$ cat src/rtl/pipe_mem_driver.sv
// Single-command-register memory driver with credit-limited in-order read responses.
// Request to mem command 1 cycle, read response C+READ_LATENCY+1; req_hold_o on mem stall or credits exhausted.
module pipe_mem_driver #(
  parameter int WIDTH        = 16,
  parameter int HEIGHT       = 16,
  parameter int READ_LATENCY = 1,
  parameter int DEPTH        = 4,
  localparam int ADDR        = $clog2(HEIGHT),
  localparam int SW          = WIDTH / 8
) (
  input  logic             clk_i,
  input  logic             rst_ni,
  input  logic             req_valid_i,
  output logic             req_hold_o,
  input  logic             req_write_i,
  input  logic [ADDR-1:0]  req_addr_i,
  input  logic [WIDTH-1:0] req_data_i,
  input  logic [SW-1:0]    req_strb_i,
  output logic             rsp_valid_o,
  output logic [WIDTH-1:0] rsp_data_o,
  input  logic             rsp_hold_i,
  output logic             mem_enable_o,
  output logic             mem_write_o,
  output logic [ADDR-1:0]  mem_addr_o,
  output logic [WIDTH-1:0] mem_wrData_o,
  output logic [SW-1:0]    mem_strb_o,
  input  logic [WIDTH-1:0] mem_rdData_i,
  input  logic             mem_hold_i
);

  localparam int CW = $clog2(DEPTH + 1);
  localparam int PW = $clog2(DEPTH);
  localparam logic [CW:0] CREDIT_FULL = (CW + 1)'(DEPTH);

  logic             cmd_vld_q, cmd_vld_d;
  logic             cmd_wr_q, cmd_wr_d;
  logic [ADDR-1:0]  cmd_addr_q, cmd_addr_d;
  logic [WIDTH-1:0] cmd_data_q, cmd_data_d;
  logic [SW-1:0]    cmd_strb_q, cmd_strb_d;

  logic [READ_LATENCY-1:0] pipe_q;
  logic [WIDTH-1:0]        fifo_q [DEPTH];
  logic [PW-1:0]           rd_ptr_q, wr_ptr_q;
  logic [CW-1:0]           cnt_q;
  logic [CW:0]             credit;

  logic accept, issue, push, pop, cmd_free;

  function automatic logic [PW-1:0] ptr_inc(input logic [PW-1:0] p);
    return (p == PW'(DEPTH - 1)) ? '0 : p + PW'(1);
  endfunction

  assign issue    = cmd_vld_q & ~mem_hold_i;
  assign cmd_free = ~cmd_vld_q | ~mem_hold_i;
  assign accept   = req_valid_i & ~req_hold_o;
  assign push     = pipe_q[READ_LATENCY-1];
  assign pop      = rsp_valid_o & ~rsp_hold_i;

  // Every read between acceptance and response pop holds one credit.
  always_comb begin
    credit = {1'b0, cnt_q} + {{CW{1'b0}}, cmd_vld_q & ~cmd_wr_q};
    for (int i = 0; i < READ_LATENCY; i++) begin
      credit = credit + {{CW{1'b0}}, pipe_q[i]};
    end
  end

  assign req_hold_o = ~rst_ni | (cmd_vld_q & mem_hold_i) | (credit == CREDIT_FULL);

  always_comb begin
    cmd_vld_d  = accept;
    cmd_wr_d   = accept & req_write_i;
    cmd_addr_d = accept ? req_addr_i : '0;
    cmd_data_d = (accept & req_write_i) ? req_data_i : '0;
    cmd_strb_d = (accept & req_write_i) ? req_strb_i : '0;
  end

  always_ff @(posedge clk_i or negedge rst_ni) begin
    if (!rst_ni) begin
      cmd_vld_q  <= 1'b0;
      cmd_wr_q   <= 1'b0;
      cmd_addr_q <= '0;
      cmd_data_q <= '0;
      cmd_strb_q <= '0;
    end else if (cmd_free) begin
      cmd_vld_q  <= cmd_vld_d;
      cmd_wr_q   <= cmd_wr_d;
      cmd_addr_q <= cmd_addr_d;
      cmd_data_q <= cmd_data_d;
      cmd_strb_q <= cmd_strb_d;
    end
  end

  assign mem_enable_o = cmd_vld_q;
  assign mem_write_o  = cmd_wr_q;
  assign mem_addr_o   = cmd_addr_q;
  assign mem_wrData_o = cmd_data_q;
  assign mem_strb_o   = cmd_strb_q;

  // The read pipe keeps shifting through memory stalls; issued reads always land.
  always_ff @(posedge clk_i or negedge rst_ni) begin
    if (!rst_ni) begin
      pipe_q <= '0;
    end else begin
      pipe_q[0] <= issue & ~cmd_wr_q;
      for (int i = 1; i < READ_LATENCY; i++) begin
        pipe_q[i] <= pipe_q[i-1];
      end
    end
  end

  always_ff @(posedge clk_i or negedge rst_ni) begin
    if (!rst_ni) begin
      rd_ptr_q <= '0;
      wr_ptr_q <= '0;
      cnt_q    <= '0;
      for (int i = 0; i < DEPTH; i++) begin
        fifo_q[i] <= '0;
      end
    end else begin
      if (push) begin
        fifo_q[wr_ptr_q] <= mem_rdData_i;
        wr_ptr_q         <= ptr_inc(wr_ptr_q);
      end
      if (pop) begin
        rd_ptr_q <= ptr_inc(rd_ptr_q);
      end
      if (push && !pop) begin
        cnt_q <= cnt_q + CW'(1);
      end else if (!push && pop) begin
        cnt_q <= cnt_q - CW'(1);
      end
    end
  end

  assign rsp_valid_o = (cnt_q != '0);
  assign rsp_data_o  = fifo_q[rd_ptr_q];

  a_no_overflow: assert property (@(posedge clk_i) disable iff (!rst_ni)
    !(push && !pop && cnt_q == CW'(DEPTH)));

endmodule

$ cat config.mk
export PLATFORM = sky130hd
export DESIGN_NAME = pipe_mem_driver
export DESIGN_NICKNAME = d
export VERILOG_FILES = /design/src/rtl/pipe_mem_driver.sv
export SDC_FILE = /design/constraint.sdc
export NUM_CORES = 1
export LEC_CHECK = 0
export ABC_AREA = 1
export CAP_MARGIN = 20
export CORE_ASPECT_RATIO = 0.75
export CORE_UTILIZATION = 59
export DETAILED_ROUTE_END_ITERATION = 8
export DONT_BUFFER_PORTS = 1
export PLACE_DENSITY = 0.75
export REMOVE_ABC_BUFFERS = 1
export SYNTH_ARGS = -nofsm -noshare
export SYNTH_HDL_FRONTEND = slang
export SYNTH_SLANG_ARGS = --single-unit
$ cat constraint.sdc
create_clock -name clk_i -period 2.7 [get_ports clk_i]
set_clock_uncertainty 0.05 [all_clocks]
set_input_delay 0.135 -clock clk_i [delete_from_list [all_inputs] [get_ports clk_i]]
set_output_delay 0.135 -clock clk_i [all_outputs]
set_load 0.02 [all_outputs]
After elaboration in Yosys (flattened, before gate mapping). Cells that the tools add are included.

Input bits: 44. Output and inout bits: 42. Word-level logic and storage cells: 63. Register bits: 96.

Equality and inequality tests: 3. Add/sub/neg operators: 6. Reductions and logical operators: 7. Bitwise operators: 18. Mux-type cells: 13. Magnitude comparators: 3.

Operator list (number): bitwise mux 64 bit (1); 2-to-1 mux 16 bit (4); binary-select mux 16 bit (select 2 bit) (1); demux 16 bit (select 2 bit) (1); AND 1 bit (7); >= comparator 3 bit, second input constant (2); 2-to-1 mux 2 bit (3); 2-to-1 mux 3 bit (2); inverter 1 bit (6); inverter 2 -> 3 bit (2); adder 2 x 1 -> 2 bit, second input constant (2); adder 3 x 1 -> 4 bit (1); adder 4 x 1 -> 4 bit (1); equality test 2 bit, second input constant (2); equality test 4 x 3 -> 1 bit, second input constant (1); 2-to-1 mux 4 bit (1); adder 3 x 1 -> 3 bit, second input constant (1); logical AND 1 bit (3); < comparator 3 x 1 -> 1 bit, second input constant (1); OR 1 bit (3); nonzero test 3 bit (1); subtractor 3 x 1 -> 3 bit, second input constant (1); zero test 1 bit (2); nonzero test 2 bit (1).

Logic depth before layout (Yosys ltp).
Depth after elaboration: 10. Gate-level depth with buffers: 12. Mapped depth without buffers: 11.

Worst setup path before layout. OpenSTA, ideal clock, no wires.

Kind: register to register. Start: register cmd_vld_q (netlist: mem_enable_o). End: register cmd_wr_q (netlist: mem_write_o). Data required time: 2523 ps. Data arrival time: 1890 ps. Cell stages (with the launch flop): 10. Library setup time: 127 ps. Buffers on the path: 1. Slack: 633 ps. Period minus slack after synthesis: 2067 ps. Cells stage by stage: dfrtp_1 > nand2_1 > fa_1 > inv_1 > ha_1 > nor2_1 > nand3_1 > nand4_4 > buf_6 > o21ai_2.

Cells in the longest elaborated chain, start to end: 8. Elaborated cells between the ends (all ways): 12. Classes of those cells: 2 x add/sub; 1 x eq/ne; 9 x bitwise.

Ends and longest elaborated chain: start, declared (line 35) `logic cmd_vld_q, cmd_vld_d;`; start signal, assigned (line 85) `cmd_vld_q <= cmd_vld_d;`; AND 1 bit (line 61) `credit = {1'b0, cnt_q} + {{CW{1'b0}}, cmd_vld_q & ~cmd_wr_q};`; adder 3 x 1 -> 4 bit (line 61); adder 4 x 1 -> 4 bit (line 63) `credit = credit + {{CW{1'b0}}, pipe_q[i]};`; equality test 4 x 3 -> 1 bit (line 67) `assign req_hold_o = ~rst_ni | (cmd_vld_q & mem_hold_i) | (credit == CREDIT_FULL);`; OR 1 bit (line 67); inverter 1 bit (line 55) `assign accept = req_valid_i & ~req_hold_o;`; AND 1 bit (line 55); AND 1 bit (line 71) `cmd_wr_d = accept & req_write_i;`; end signal, assigned (line 86) `cmd_wr_q <= cmd_wr_d;`; end, declared (line 36) `logic cmd_wr_q, cmd_wr_d;`.

Parallel ways exist; a longest one is shown, timed or not. A chain may end at the register's enable or synchronous reset.

Final worst setup path.
Start: register cmd_vld_q (netlist: mem_enable_o). End: output port req_hold_o.

Cells in the longest elaborated chain, start to end: 5. Elaborated cells between the ends (all ways): 7. Classes of those cells: 2 x add/sub; 1 x eq/ne; 4 x bitwise.

Ends and longest elaborated chain: AND 1 bit (line 61); adder 3 x 1 -> 4 bit (line 61); adder 4 x 1 -> 4 bit (line 63); equality test 4 x 3 -> 1 bit (line 67); OR 1 bit * (line 67); end, declared (line 14) `output logic req_hold_o,`.

Every way passes the cells marked *; elsewhere a longest branch is shown, timed or not.

==> flow_summary.json <==
{
  "ys_seq_elements": 96,
  "core_area_mm2": 0.00693,
  "slew_violations": 0,
  "wirelength_um": 9650,
  "status": "completed",
  "ant_nets": 0,
  "end_kind": "output pin",
  "max_stage_delay_ns": 0.56,
  "final_cell_mix": "103 x o21ai_0, 96 x dfrtp_1, 77 x nand2_1, 70 x inv_1, 58 x nor2_1",
  "crit_top_cell": "nand2_1",
  "fin_ws_ns": 0.283,
  "required_ns": 2.52,
  "holdWs_ns": 0.0205,
  "start_util_pct": 62.2,
  "drive_gt1_share_pct": 6.81,
  "critPathSlowestCell": "dfrtp_1",
  "synth_area_mm2": 0.00431,
  "antenna_cells": 0,
  "max_clock_freq_mhz": 414,
  "synth.top_cell.area_share_pct": 55.8,
  "power_mw": 5.31,
  "path_cells": "nand2_1, fa_1, inv_1, ha_1, nor2_1, nand3_1, nand2_1",
  "cts_tree": "yes",
  "syn_area_per_cell_um2": 8.83,
  "final_cells": 627,
  "synth.area.top_cells": "dfrtp_1 56%, o21ai_0 12%, nand2_1 6.7%, inv_1 6.1%, nor2_1 5.1%",
  "p_leak_nw": 2.45,
  "start_kind": "flop",
  "critPathTopFamily": "simple AND/OR/NAND/NOR gates",
  "htreeDepth": 3,
  "crit_buf_inv": 1,
  "antenna_found_initial": 1,
  "hold_path.class": "input port to flop",
  "max_slew.worst_pin.slew_ns": 0.561,
  "io_pins": 86,
  "routed_via_density": 5.35,
  "synth.distinct_cells": 21,
  "grt_pass1_vias": 3371,
  "pre_cts_ws_ns": 0.366,
  "layout.nets": 578,
  "cts_buffer_depth": 2,
  "maxCapViolations": 0,
  "syn_to_final_growth_pct": 16.6,
  "synth_area_leader_cell": "dfrtp_1",
  "dp_hpwl_um": 5350,
  "grt_first_pass_wirelength_um": 16100,
  "vias": 3353,
  "first_pass_iters": 4,
  "grt_max_degree": 97,
  "synth_warnings": 0,
  "grt.total_usage_pct": 27.5,
  "place_congestion": 0.734,
  "cts_setup_buffers": 0,
  "max-vdd-ir-drop_mv": 0.511,
  "rsz0062_at_grt": "false",
  "crit_fanout": 7,
  "p_per_area_mw_per_mm2": 1060,
  "max-slew-margin-rel_pct": 62.6,
  "rows": 26,
  "clock-sinks": 96,
  "die_x_um": 101,
  "dp.cells": 570,
  "drt_iter0_markers": 220,
  "period_share_pct": 89.5,
  "numCtsBuffers": 9,
  "fill_cells": 525,
  "finalSetupViolCount": 0,
  "crit_type": "flop to output pin",
  "worstPathArrival_ns": 2.23,
  "port_buffers": 0,
  "dieArea_mm2": 0.00765,
  "syn_inst": 488,
  "drc": 0,
  "yosysSeqAreaShare_pct": 55.8,
  "setup_tns_ns": 0,
  "fin_crit_ns": 2.42,
  "wire_per_inst_um": 15.4,
  "grt-ovfl-total": 0,
  "hold_viol_final": 0,
  "clk_pin_slew_ns": 0.08,
  "cts_root_buf": "clkbuf_8",
  "insertion_delay_ns": 0.35,
  "mostFrequentLayoutCell": "o21ai_0",
  "die_h_um": 76.0
}
-- kinds of logic (layout without fill, tap and decap cells) --
family,count (synthesis),after routing,share of synthesized area [%]
buffers and inverters,94,135,8.40
XOR/XNOR,2,2,0.407
AO/OA/AOI/OAI,142,142,19.1
adder cells (fa/ha/maj),9,9,2.96
AND/OR/NAND/NOR,145,145,13.4
flip-flops,96,96,55.8
-- worst paths after layout --
check,start,endpoint,slack [ns],cells past startpoint
setup / recovery,mem_enable_o$_DFFE_PN0N_,req_hold_o,0.28,7
min in group asynchronous,rst_ni,fifo_q[3]$_DFFE_PN0P_,0.31,2
setup reg to reg,mem_enable_o$_DFFE_PN0N_,mem_strb_o[0]$_DFFE_PN0N_,0.33,10
hold reg to reg,fifo_q[24]$_DFFE_PN0P_,fifo_q[24]$_DFFE_PN0P_,0.44,2
hold / removal,rsp_hold_i,rd_ptr_q[0]$_DFFE_PN0P_,0.02,3
max in group asynchronous,rst_ni,mem_addr_o[2]$_DFFE_PN0N_,1.95,2
-- metrics by stage --
stage          cell area [um^2]  util, %
5_1_grt                    5020     72.5
6_report                   5020     72.5
4_1_cts                    5020     72.5
3_5_place_dp               4390     63.4
2_1_floorplan              4210        -
3_3_place_gp               4390     63.4
-- timing repair --
action,4_1_cts,5_1_grt
hold endpoints to repair,184,0
gates resized for setup,0,0
hold buffers,42,0
endpoints found under the setup margin,0,0
-- synthesized netlist by cell type --
cell and count:
a21oi_1 4, and2_4 1, buf_6 1, clkbuf_1 22
clkbuf_2 1, dfrtp_1 96, fa_1 2, ha_1 7
inv_1 70, nand2_1 77, nand3_1 8, nand4_4 1
nor2_1 58, o21ai_0 103, o21ai_2 1, o21bai_1 9
o21bai_2 8, o21bai_4 1, o22ai_1 16, xnor2_1 1
xor2_1 1
-- registers in the layout, summed over array words and instances (netlist names) --
signal / flops
wr_ptr_q: 2
fifo_q: 64
mem_write_o: 1
mem_addr_o: 4
mem_enable_o: 1
mem_strb_o: 2
cnt_q: 3
mem_wrData_o: 16
rd_ptr_q: 2
pipe_q: 1
-- layout make-up --
| class | count | area, um^2 | area share, % |
|---|---|---|---|
| Inverter | 70 | 263 | 5.23 |
| Tap cell | 98 | 123 | 2.44 |
| Timing Repair Buffer | 50 | 498 | 9.91 |
| Clock buffer | 10 | 138 | 2.74 |
| Multi-Input combinational cell | 298 | 1540 | 30.7 |
| Clock inverter | 5 | 57.6 | 1.15 |
| Sequential cell | 96 | 2400 | 47.8 |
-- tightest hold or removal path, cell delays in order --
cell,delay [ns]
inv_1,0.02
nand2_1,0.14
a21oi_1,0.09
-- layer usage --
layer / global-route usage, % / vias to the layer above / part of all wire, %
met5: 0 / - / 0
met4: 6.23 / 0 / 0.83
met3: 8.81 / 8 / 8.7
met2: 45.3 / 138 / 48
met1: 35.5 / 1581 / 42
li1: - / 1626 / -
-- power by group --
| part | internal, mW | switching [mW] |
|---|---|---|
| clock | 0.447 | 0.484 |
| sequential | 2.01 | 0.377 |
| combinational | 0.649 | 1.34 |
(Power assumes the default switching activity.)
